### config.mk
export PLATFORM = sky130hd
export DESIGN_NAME = bneck_residual_scheduler
export DESIGN_NICKNAME = d
export VERILOG_FILES = /design/src/rtl/bneck_residual_scheduler.sv
export SDC_FILE = /design/constraint.sdc
export NUM_CORES = 1
export LEC_CHECK = 0
export CORE_ASPECT_RATIO = 1.1
export CORE_MARGIN = 3
export CORE_UTILIZATION = 59
export DETAILED_ROUTE_END_ITERATION = 8
export PLACE_DENSITY = 0.87
export SLEW_MARGIN = 20
export SYNTH_ARGS = -nofsm -noshare
export SYNTH_HDL_FRONTEND = slang
export SYNTH_SLANG_ARGS = --single-unit
### constraint.sdc
create_clock -name clk -period 7.9 [get_ports clk]
set_clock_uncertainty 0.15 [all_clocks]
set_input_delay 1.58 -clock clk [delete_from_list [all_inputs] [get_ports clk]]
set_output_delay 1.58 -clock clk [all_outputs]
set_load 0.005 [all_outputs]
### src/rtl/bneck_residual_scheduler.sv
// Bottleneck shortcut sequencer: forwards input (0 cycles), registers out one cycle after result accept, stalls on full/empty FIFO or out backpressure.
// Define BNECK_RESIDUAL_SAT_EN to saturate the residual sum; otherwise it wraps modulo 2^N.
module bneck_residual_scheduler #(
  parameter int N            = 16,
  parameter int Q            = 8,
  parameter int CHANNELS     = 4,
  parameter int FEATURE_SIZE = 8,
  parameter int FIFO_DEPTH   = 16
) (
  input  logic                        clk,
  input  logic                        rst,
  input  logic                        start,
  input  logic                        use_residual,
  input  logic [N-1:0]                in_data,
  input  logic [$clog2(CHANNELS)-1:0] in_channel,
  input  logic                        in_valid,
  output logic                        in_ready,
  output logic [N-1:0]                fwd_data,
  output logic [$clog2(CHANNELS)-1:0] fwd_channel,
  output logic                        fwd_valid,
  input  logic                        fwd_ready,
  input  logic [N-1:0]                ret_data,
  input  logic [$clog2(CHANNELS)-1:0] ret_channel,
  input  logic                        ret_valid,
  output logic                        ret_ready,
  output logic [N-1:0]                out_data,
  output logic [$clog2(CHANNELS)-1:0] out_channel,
  output logic                        out_valid,
  input  logic                        out_ready,
  output logic                        busy,
  output logic                        done,
  output logic                        err_mismatch
);
  localparam int CW    = $clog2(CHANNELS);
  localparam int TOTAL = FEATURE_SIZE * FEATURE_SIZE * CHANNELS;
  localparam int CNT_W = $clog2(TOTAL + 1);
  localparam int AW    = $clog2(FIFO_DEPTH);
  localparam logic [CNT_W-1:0] TOTAL_C = CNT_W'(TOTAL);
  localparam logic [AW:0]      DEPTH_C = (AW+1)'(FIFO_DEPTH);

  typedef enum logic [1:0] {S_IDLE, S_RUN, S_DRAIN, S_DONE} state_t;

  // Shortcut entry keeps the Q-format split so the integer/fraction boundary is explicit.
  typedef struct packed {
    logic [N-Q-1:0] data_int;
    logic [Q-1:0]   data_frac;
    logic [CW-1:0]  channel;
  } sc_t;

  state_t           state;
  logic             res_mode;
  logic [CNT_W-1:0] in_cnt;
  logic [CNT_W-1:0] out_cnt;
  sc_t              fifo_mem [FIFO_DEPTH];
  logic [AW-1:0]    wr_ptr;
  logic [AW-1:0]    rd_ptr;
  logic [AW:0]      fifo_cnt;
  logic             fifo_full;
  logic             fifo_empty;
  logic             in_open;
  logic             in_fire;
  logic             ret_fire;
  logic             out_fire;
  logic             push;
  logic             pop;
  sc_t              head;
  sc_t              entry;
  logic [N-1:0]     head_data;
  logic [N-1:0]     sum;

  assign fifo_full  = (fifo_cnt == DEPTH_C);
  assign fifo_empty = (fifo_cnt == '0);

  assign in_open     = (state == S_RUN) && (in_cnt < TOTAL_C) && (!res_mode || !fifo_full);
  assign in_ready    = in_open && fwd_ready;
  assign fwd_valid   = in_open && in_valid;
  assign fwd_data    = in_data;
  assign fwd_channel = in_channel;
  assign ret_ready   = ((state == S_RUN) || (state == S_DRAIN)) && (!out_valid || out_ready) &&
                       (!res_mode || !fifo_empty);

  assign in_fire  = in_valid && in_ready;
  assign ret_fire = ret_valid && ret_ready;
  assign out_fire = out_valid && out_ready;
  assign push     = in_fire && res_mode;
  assign pop      = ret_fire && res_mode;

  assign entry     = sc_t'({in_data, in_channel});
  assign head      = fifo_mem[rd_ptr];
  assign head_data = {head.data_int, head.data_frac};

`ifdef BNECK_RESIDUAL_SAT_EN
  logic [N:0] sum_ext;
  assign sum_ext = {ret_data[N-1], ret_data} + {head_data[N-1], head_data};
  always_comb begin
    sum = sum_ext[N-1:0];
    if (sum_ext[N] != sum_ext[N-1]) begin
      sum = sum_ext[N] ? {1'b1, {(N-1){1'b0}}} : {1'b0, {(N-1){1'b1}}};
    end
  end
`else
  assign sum = ret_data + head_data;
`endif

  always_ff @(posedge clk) begin
    if (push) begin
      fifo_mem[wr_ptr] <= entry;
    end
  end

  always_ff @(posedge clk) begin
    if (rst) begin
      state        <= S_IDLE;
      res_mode     <= 1'b0;
      in_cnt       <= '0;
      out_cnt      <= '0;
      wr_ptr       <= '0;
      rd_ptr       <= '0;
      fifo_cnt     <= '0;
      out_valid    <= 1'b0;
      out_data     <= '0;
      out_channel  <= '0;
      busy         <= 1'b0;
      done         <= 1'b0;
      err_mismatch <= 1'b0;
    end else begin
      done <= 1'b0;
      if (in_fire)  in_cnt  <= in_cnt + CNT_W'(1);
      if (out_fire) out_cnt <= out_cnt + CNT_W'(1);
      if (push)     wr_ptr  <= wr_ptr + AW'(1);
      if (pop)      rd_ptr  <= rd_ptr + AW'(1);
      if (push && !pop) begin
        fifo_cnt <= fifo_cnt + (AW+1)'(1);
      end else if (pop && !push) begin
        fifo_cnt <= fifo_cnt - (AW+1)'(1);
      end

      if (ret_fire) begin
        out_valid   <= 1'b1;
        out_data    <= res_mode ? sum : ret_data;
        out_channel <= ret_channel;
        if (res_mode && (ret_channel != head.channel)) err_mismatch <= 1'b1;
      end else if (out_fire) begin
        out_valid <= 1'b0;
      end

      case (state)
        S_IDLE: begin
          if (start) begin
            state        <= S_RUN;
            busy         <= 1'b1;
            res_mode     <= use_residual;
            in_cnt       <= '0;
            out_cnt      <= '0;
            wr_ptr       <= '0;
            rd_ptr       <= '0;
            fifo_cnt     <= '0;
            err_mismatch <= 1'b0;
          end
        end
        S_RUN: begin
          if (in_cnt == TOTAL_C) state <= S_DRAIN;
        end
        S_DRAIN: begin
          if (out_cnt == TOTAL_C) begin
            state <= S_DONE;
            busy  <= 1'b0;
            done  <= 1'b1;
          end
        end
        default: begin
          state <= S_IDLE;
        end
      endcase
    end
  end
endmodule

==> results of run 1 <==
==> kinds of logic (layout without fill, tap and decap cells) <==
family,count (synthesis),after routing
XOR/XNOR,31,31
multiplexers,95,95
AO/OA/AOI/OAI,107,107
flip-flops,344,344
buffers and inverters,82,192
AND/OR/NAND/NOR,163,163
adder cells (fa/ha/maj),32,32
==> cells in the final DEF (no fill, tap or decap), types with 5 or more instances in the layout <==
| cell | Yosys | routed |
|---|---|---|
| a211oi_1 | 8 | 8 |
| a21oi_1 | 38 | 38 |
| a31oi_1 | 5 | 5 |
| and2_1 | 12 | 12 |
| buf_4 | 18 | 18 |
| clkbuf_1 | 20 | 9 |
| clkbuf_16 | 0 | 37 |
| clkdlybuf4s50_1 | 0 | 86 |
| clkinv_1 | 1 | 8 |
| clkinv_2 | 0 | 5 |
| dfxtp_1 | 56 | 54 |
| edfxtp_1 | 288 | 288 |
| ha_1 | 31 | 31 |
| inv_1 | 27 | 27 |
| mux2i_1 | 5 | 5 |
| mux4_2 | 90 | 90 |
| nand2_1 | 34 | 33 |
| nand2b_1 | 5 | 5 |
| nand3_1 | 9 | 9 |
| nand4_1 | 10 | 10 |
| nor2_1 | 57 | 53 |
| nor3_1 | 7 | 7 |
| o21ai_0 | 26 | 26 |
| or3_1 | 6 | 6 |
| xnor2_1 | 14 | 14 |
| xor2_1 | 17 | 17 |
==> area by class of cell <==
| class | count | share of cell area (%) |
|---|---|---|
| Clock buffer | 46 | 5.78 |
| Clock inverter | 14 | 0.588 |
| Inverter | 28 | 0.633 |
| Multi-Input combinational cell | 428 | 25.8 |
| Sequential cell | 344 | 58.9 |
| Tap cell | 305 | 2.30 |
| Timing Repair Buffer | 104 | 6.00 |
==> power by group through the flow <==
| stage | clock network, W | registers, W | logic (W) |
|---|---|---|---|
| after floorplan | 0 | 0.00207 | 0.000236 |
| after global placement | 0 | 0.00208 | 0.000400 |
| after detailed placement | 0 | 0.00208 | 0.000411 |
| after CTS | 0.00156 | 0.00204 | 0.000416 |
| after global routing | 0.00163 | 0.00205 | 0.000458 |
| final | 0.00154 | 0.00204 | 0.000416 |
==> layer usage <==
| layer | GRT usage (%) | up-vias | share of wire, % |
|---|---|---|---|
| met5 | 0 | - | 0 |
| met4 | 11.4 | 0 | 4.7 |
| met3 | 7.53 | 103 | 10 |
| met2 | 41.5 | 482 | 49 |
| met1 | 32.7 | 4027 | 36 |
| li1 | - | 3523 | - |
==> final timing paths <==
kind                  start        endpoint  slack [ps]  cells after the start
min          out_channel[1]  out_channel[1]         300                      2
max               rd_ptr[1]    out_data[15]        3000                     11
min reg2reg  out_channel[1]  out_channel[1]         300                      2
max reg2reg       rd_ptr[1]    out_data[15]        3000                     11
==> sequential cells by signal, summed over array words and instances, names as in the netlist <==
signal	cells
out_channel	2
done	1
in_cnt	9
wr_ptr	4
rd_ptr	4
out_data	16
out_cnt	9
state	2
res_mode	1
fifo_cnt	5
err_mismatch	1
out_valid	1
busy	1
fifo_mem	288
==> per-stage QoR <==
stage	hold slack, ps	util (%)	std cells	setup slack [ps]
final	301	69.6	1269	3000
after global routing	340	69.6	1269	2740
after CTS	304	69.6	1269	3070
after detailed placement	295	65.2	1209	2840
after global placement	292	65.1	1209	3000
after floorplan	298	-	854	3230
==> worst min-delay path: cells and delay by family, from the launching register on <==
family          cells  cell delay [ps]
flops               1              310
simple gates        1               50
compound gates      1               50
==> metrics.yaml, run 1 <==
status: "completed"
grt.overflow.total: 0
die_h_um: 170
core_sq_mm: 0.0238
synthFlopType: "edfxtp_1"
placed_area_sq_mm: 0.0155
cp_slowest_cell: "dfxtp_2"
nFillCells: 1455
required_ps: 8180
internal_power_w: 0.00309
power.share.clock_pct: 38.5
insertion_delay_ps: 500
postCtsHoldBufs: 0
worst-path-max-fanout: 44
synth-simple-area-share_pct: 5.58
ys_seq_area_share_pct: 67.8
drt-vias-per-instance: 6.41
hold_path.class: "flip-flop to flip-flop"
p_per_area_mw_per_mm2: 241
yosys.area_share.adder_pct: 2.83
pwr-share-comb_pct: 10.4
die_area_sq_mm: 0.0263
sw_frac_of_total_pct: 22.6
drt_iter0_drc: 817
design_power_total_w: 0.00400
ys_warn_count: 0
endpoint_kind: "flip-flop"
drtPass1Iterations: 7
cap_viol_max_count: 0
max_stage_delay_ps: 900
post_synth_num_cell_types: 57
cp_top_family: "compound AO/OA/AOI/OAI gates"
layout-drive-gt1-share_pct: 17.3
critPathMostFrequentCell: "mux4_2"
timing.fmax_mhz: 204
cts_root_buf: "clkbuf_16"
rsz0062_at_grt: "false"
finalCritPeriodShare_pct: 62.0
min_period_ps: 4900
setup-tns-final_ps: 0
clock_tree.buffer_depth: 3
synth-seq-cells: 344
hold_violations: 0
ctsResizeCount: 0
grt_util_all_layers_pct: 25.7
crit_chain: "buf_4 -> mux4_2 -> mux4_2 -> ha_1 -> a211oi_1 -> nor2_1 -> a41oi_1 -> o22ai_1 -> xnor2_1 -> or3_1 -> a31oi_1"
avgSynthCellArea_sq_um: 16.9
drcViolationCount: 0
slew_viol_final: 0
tritoncts: "yes"
cts_max_level: 2
grt_max_degree: 45
initial_utilization_pct: 60.4
synth_top_cell_area_share_pct: 60.0
placement.io_buffers: 86
wl_per_cell_um: 26.2
pwr-share-seq_pct: 51.1
clock_sinks: 344
die_x_um: 155
netlist_instances: 854
syn_area_sq_mm: 0.0144
ant_nets: 0
worstPathArrival_ps: 5180
synthMuxAreaShare_pct: 14.4
path_clk_slew_ps: 60
fin_nets: 1017
p_switching_w: 0.000902
finalSetupViolCount: 0
synth_compound_area_share_pct: 4.71
antenna-diode-count: 0
gp_congestion: 0.910
yosysMostFrequentCell: "edfxtp_1"
grt_pass1_vias: 8477
num_rows: 59
routed_wl_um: 33200
route.vias.total: 8135
cts_made_buffers: 35
ys_top_cells_by_area: "edfxtp_1 (60%), mux4_2 (14%), dfxtp_1 (7.8%)"
syn-num-nets: 930
worstSetupPathType: "flip-flop to flip-flop"
synth_top_family_by_area: "multiplexers"
grt_pass1_wl_um: 50600
cts_setup_buffers: 0
ios: 87
synthArstFlopShare_pct: 0
crit_buf_inv: 1
p_leak_nw: 5.28
yosysTopAreaCell: "edfxtp_1"
multi_input_area_sq_mm: 0.00429
start_kind: "flip-flop"
slew_headroom_pct: 30.8
dpl.hpwl_um: 19900
register_area_sq_mm: 0.00977
fin_area_sq_mm: 0.0166
syn_to_final_growth_pct: 15.2
antenna_found_initial: 0
synth-xor-area-share_pct: 1.88
worst-slew-pin-transition_ps: 1040
synth_edf_count: 288
synthTopCellsByCount: "edfxtp_1 (288), mux4_2 (90), nor2_1 (57)"
max-vdd-ir-drop_uv: 215
No activity file was read; power rests on OpenSTA's default activity.
==> run 2: changes to the inputs <==
- CORE_UTILIZATION: 59 -> 54
- PLACE_DENSITY: 0.87 -> 0.84
- clock period: 7.9 -> 4.1 ns (I/O delays scaled with it)
==> run 2 against run 1 <==
Effect of this change:
- global-route usage decreased by 1.9 points
- register-to-register slack lost 2700 ps
- die area rose by 8.9%
- total power is 94% higher
- clock power rose by 94%
- utilization fell by 4.4 points
- setup slack lost 2700 ps
- hold slack better by 7.6 ps
==> metrics.yaml, run 2 (synthesis results as in run 1) <==
route.vias.total: 8247  # was 8135
wl_per_cell_um: 24.8  # was 26.2 um
core_sq_mm: 0.0262  # was 0.0238 sq mm
worst-path-max-fanout: 11  # was 44
slew_headroom_pct: 52.0  # was 30.8%
cap_viol_max_count: 0  # unchanged
grt.overflow.total: 0  # unchanged
antenna_found_initial: 0  # unchanged
finalSetupViolCount: 0  # unchanged
grt_pass1_wl_um: 51300  # was 50600 um
routed_wl_um: 33600  # was 33200 um
worstPathArrival_ps: 4030  # was 5180 ps
p_per_area_mw_per_mm2: 453  # was 241 mW/mm^2
ant_nets: 0  # unchanged
pwr-share-comb_pct: 10.9  # was 10.4%
stdcell_count: 1356  # was 1269
tritoncts: "yes"  # unchanged
endpoint_kind: "flip-flop"  # unchanged
grt_util_all_layers_pct: 23.8  # was 25.7%
timing.fmax_mhz: 266  # was 204 MHz
sw_frac_of_total_pct: 22.8  # was 22.6%
initial_utilization_pct: 55.0  # was 60.4%
clock_sinks: 344  # unchanged
layout_setup_ws_ps: 342  # was 3000 ps
reg.largest.list: "fifo_mem x288, out_data x16"  # unchanged
grt_max_degree: 44  # was 45
clock_tree.buffer_depth: 3  # unchanged
drt_iter0_drc: 805  # was 817
worstSetupPathType: "flip-flop to flip-flop"  # unchanged
setup-tns-final_ps: 0  # unchanged
die_area_sq_mm: 0.0287  # was 0.0263 sq mm
regMostFlops: "fifo_mem"  # unchanged
max-vdd-ir-drop_uv: 384  # was 215 uV
pwr-share-seq_pct: 50.5  # was 51.1%
die_h_um: 177  # was 170 um
internal_power_w: 0.00598  # was 0.00309 W
start_kind: "flip-flop"  # unchanged
fin_nets: 1056  # was 1017
hold_violations: 0  # unchanged
insertion_delay_ps: 520  # was 500 ps
die_x_um: 162  # was 155 um
num_rows: 62  # was 59
drt-vias-per-instance: 6.08  # was 6.41
hold_slack_ps: 309  # was 301 ps
path_clk_slew_ps: 60  # about the same
rsz0062_at_grt: "false"  # unchanged
drtPass1Iterations: 5  # was 7
dp_cells: 1290  # was 1209
min_period_ps: 3760  # was 4900 ps
cts_made_buffers: 35  # unchanged
grt_pass1_vias: 8554  # was 8477
power.share.clock_pct: 38.5  # about the same
nFillCells: 1753  # was 1455
p_leak_nw: 5.52  # was 5.28 nW
slew_viol_final: 0  # unchanged
layout_commonest_cell: "edfxtp_1"  # unchanged
final_cell_mix: "edfxtp_1 (288), mux4_2 (90), clkdlybuf4s50_1 (86), dfxtp_1 (54), nor2_1 (53)"  # unchanged
syn_to_final_growth_pct: 18.7  # was 15.2%
cts_max_level: 2  # unchanged
hold_path.class: "flip-flop to flip-flop"  # unchanged
finalCritPeriodShare_pct: 91.7  # was 62.0%
gp_congestion: 0.914  # was 0.910
dpl.hpwl_um: 21000  # was 19900 um
required_ps: 4370  # was 8180 ps
antenna-diode-count: 0  # unchanged
ios: 87  # unchanged
dp_slack_ps: 195  # was 2840 ps
drcViolationCount: 0  # unchanged
status: "completed"  # unchanged
postCtsHoldBufs: 0  # unchanged
worst-slew-pin-transition_ps: 719  # was 1040 ps
layout-drive-gt1-share_pct: 21.0  # was 17.3%
p_switching_w: 0.00176  # was 0.000902 W
placement.io_buffers: 86  # unchanged
largest_register_ffs: 288  # unchanged
design_power_total_w: 0.00775  # was 0.00400 W
cts_root_buf: "clkbuf_16"  # unchanged
## run 2: power by group through the flow
| stage | Clock, W | Combinational (W) | Sequential, W |
|---|---|---|---|
| after floorplan | 0 | 0.000454 | 0.00399 |
| after global placement | 0 | 0.000813 | 0.00398 |
| after detailed placement | 0 | 0.000836 | 0.00399 |
| after CTS | 0.00302 | 0.000843 | 0.00391 |
| after global routing | 0.00316 | 0.000936 | 0.00392 |
| final | 0.00298 | 0.000848 | 0.00391 |
## run 2: what timing repair did
action / CTS / global route
gates resized for setup: 0 / 2
setup endpoints to repair: 0 / 3
setup buffers: 0 / 3
## run 2: cell type report
| type | instances | area (sq um) | area share [%] |
|---|---|---|---|
| repair buffers | 143 | 1450 | 8.47 |
| clock inverters | 19 | 159 | 0.929 |
| flip-flops and latches | 344 | 9770 | 57.1 |
| well taps | 352 | 440 | 2.57 |
| inverters | 28 | 105 | 0.614 |
| multi-input cells | 428 | 4280 | 25.0 |
| clock buffers | 42 | 902 | 5.27 |
## run 2: path summary, 6_finish.rpt
check / end / start / slack (ps) / cells after the start
max: out_data[14] / rd_ptr[0] / 340 / 11
min: out_channel[0] / out_channel[0] / 310 / 2
max reg2reg: out_data[14] / rd_ptr[0] / 340 / 11
min reg2reg: out_channel[0] / out_channel[0] / 310 / 2
## run 2: metal layers
metal  up-vias  share of wire, %  routed length, um  global-route usage, %
li1       3591                 -                  -                      -
met1      4147                37              12500                   31.0
met2       430                51              17100                   40.0
met3        79               8.4               2830                   4.58
met4         0               3.3               1110                   8.99
met5         -                 0                  0                      0
## run 2: critical path: stages (launching register included)
cell and delay [ps]:
dfxtp_4 410, buf_12 170, mux4_2 550, mux4_2 530, ha_1 350, nor2b_1 200
o21ai_1 120, a21bo_2 260, a211oi_1 290, a221oi_1 150, xor2_1 170, a221oi_1 310
## run 2: per-stage QoR
stage          utilization, %  cell area, sq um
6_report                 65.3             17100
5_1_grt                  65.3             17100
4_1_cts                  65.0             17000
3_5_place_dp             60.9             16000
3_3_place_gp             60.9             16000
2_1_floorplan               -             14400
==> run 3: changes to the inputs <==
- CTS_CLUSTER_SIZE: default -> 14
- PLACE_DENSITY: 0.84 -> 0.76
==> run 3 against run 2 <==
Effect of this change:
- register-to-register slack worse by 20 ps
- non-clock buffer count stayed put
- sequential power hardly changed
- setup slack worse by 20 ps
- critical path depth is 1 lower
- final area is 0.75% lower
- via count is 2.8% lower
- clock-buffer cell count is 2 higher
- hold slack worse by 5.6 ps
- sequential share of layout area is 0.43 points higher
- cell count hardly changed
- highest routed layer unchanged
==> metrics.yaml, run 3 (synthesis results as in run 1) <==
hold_violations: 0  # unchanged
ant_nets: 0  # unchanged
dpl.hpwl_um: 20100  # was 21000 um
cts_setup_buffers: 0  # unchanged
timing.fmax_mhz: 265  # was 266 MHz
cap_viol_max_count: 0  # unchanged
regToRegEndpoint: "out_data[15]"  # was out_data[14]
start_kind: "flip-flop"  # unchanged
min_period_ps: 3780  # was 3760 ps
placement.io_buffers: 86  # unchanged
die_x_um: 162  # unchanged
routed_wl_um: 31000  # was 33600 um
drt_iter0_drc: 841  # was 805
rsz0062_at_grt: "false"  # unchanged
wl_per_cell_um: 22.8  # was 24.8 um
ios: 87  # unchanged
insertion_delay_ps: 510  # was 520 ps
antenna_found_initial: 0  # unchanged
die_h_um: 177  # unchanged
syn_to_final_growth_pct: 17.8  # was 18.7%
die_area_sq_mm: 0.0287  # unchanged
drt-vias-per-instance: 5.92  # was 6.08
max-vdd-ir-drop_uv: 246  # was 384 uV
status: "completed"  # unchanged
p_per_area_mw_per_mm2: 449  # was 453 mW/mm^2
cts_max_level: 2  # unchanged
final_core_util_pct: 64.8  # was 65.3%
drcViolationCount: 0  # unchanged
initial_utilization_pct: 55.0  # unchanged
nFillCells: 1824  # was 1753
drtPass1Iterations: 5  # unchanged
worst-slew-pin-transition_ps: 750  # was 719 ps
slew_viol_final: 0  # unchanged
worstPathArrival_ps: 4070  # was 4030 ps
worst-path-max-fanout: 28  # was 11
rr_worst_depth: 10  # was 11
reg2reg_from: "rd_ptr[0]"  # unchanged
worstSetupPathType: "flip-flop to flip-flop"  # unchanged
finalSetupViolCount: 0  # unchanged
core_sq_mm: 0.0262  # unchanged
endpoint_kind: "flip-flop"  # unchanged
whs_path_depth: 2  # unchanged
tritoncts: "yes"  # unchanged
p_leak_nw: 5.49  # was 5.52 nW
slew_headroom_pct: 50.0  # was 52.0%
fin_nets: 1055  # was 1056
stdcell_count: 1355  # was 1356
register_area_sq_mm: 0.00977  # unchanged
path_clk_slew_ps: 60  # about the same
hold_end: "out_channel[0]"  # unchanged
grt_util_all_layers_pct: 22.0  # was 23.8%
final_cell_mix: "edfxtp_1 (288), mux4_2 (90), clkdlybuf4s50_1 (86), dfxtp_1 (54), nor2_1 (53)"  # unchanged
setup-tns-final_ps: 0  # unchanged
largest_register_ffs: 288  # unchanged
cts_made_buffers: 34  # was 35
num_rows: 62  # unchanged
min_from: "out_channel[0]"  # unchanged
ctsResizeCount: 0  # unchanged
layout-drive-gt1-share_pct: 20.7  # was 21.0%
regMostFlops: "fifo_mem"  # unchanged
finalCritPeriodShare_pct: 92.2  # was 91.7%
reg.largest.list: "fifo_mem x288, out_data x16"  # unchanged
grt.overflow.total: 0  # unchanged
route.vias.total: 8018  # was 8247
rrSetupSlack_ps: 320  # was 340 ps
grt_pass1_vias: 8147  # was 8554
dp_cells: 1295  # was 1290
layout_commonest_cell: "edfxtp_1"  # unchanged
clock_sinks: 344  # unchanged
clock_tree.buffer_depth: 3  # unchanged
required_ps: 4390  # was 4370 ps
grt_pass1_wl_um: 47600  # was 51300 um
cts_root_buf: "clkbuf_16"  # unchanged
hold_slack_ps: 303  # was 309 ps
gp_congestion: 0.941  # was 0.914
postCtsHoldBufs: 0  # unchanged
multi_input_area_sq_mm: 0.00428  # about the same
antenna-diode-count: 0  # unchanged
hold_path.class: "flip-flop to flip-flop"  # unchanged
grt_max_degree: 41  # was 44
[run 3: changes by cell type in the layout (fill, tap and decap cells not counted), sizes merged]
| cell | change |
|---|---|
| buf | +2 |
| clkinv | +4 |
| clkinvlp | -3 |
| inv | -3 |
| bufinv | -1 |
[run 3: cell type report]
class	instances	share of cell area (%)
Timing Repair Buffer	143	8.03
Clock inverter	16	0.604
Clock buffer	44	5.42
Sequential cell	344	57.6
Inverter	28	0.619
Tap cell	352	2.59
Multi-Input combinational cell	428	25.2
[run 3: per-stage QoR]
stage / power, W / instance area, sq um / setup WS, ps
finish: 0.00762 / 17000 / 322
global route: 0.00789 / 17000 / 40.3
floorplan: 0.00444 / 14400 / 157
detailed placement: 0.00482 / 16000 / 357
global placement: 0.00481 / 16000 / 368
CTS: 0.00768 / 17000 / 323
[run 3: per-layer routing]
layer  vias to the layer above  share of wire [%]  track usage, %
met1                      4044                 41            30.2
met2                       315                 50            36.9
li1                       3603                  -               -
met4                         0                2.5            6.65
met3                        56                7.0            3.55
met5                         -                  0               0
[run 3: how the worst max path moves through the flow]
| stage | from | end | slack (ps) |
|---|---|---|---|
| after floorplan | rd_ptr[1] | out_data[15] | 160 |
| after global placement | rd_ptr[0] | out_data[13] | 370 |
| after detailed placement | rd_ptr[0] | out_data[15] | 360 |
| after CTS | rd_ptr[0] | out_data[15] | 320 |
| after global routing | rd_ptr[0] | out_data[10] | 40 |
| final | rd_ptr[0] | out_data[15] | 320 |
[run 3: worst max-delay path: stages, from the launching register on]
cell and delay [ps]:
dfxtp_4 390, buf_12 250, mux4_2 530, mux4_2 550, ha_1 410, nand3_1 140
or4_1 510, o22ai_1 190, xnor2_1 90, or3_1 310, a31oi_1 170
[run 3: power breakdown]
group          leakage (nW)  switching, W  internal, W
clock network         0.510       0.00123      0.00165
logic                  1.94      0.000428     0.000408
registers              3.04     0.0000499      0.00386
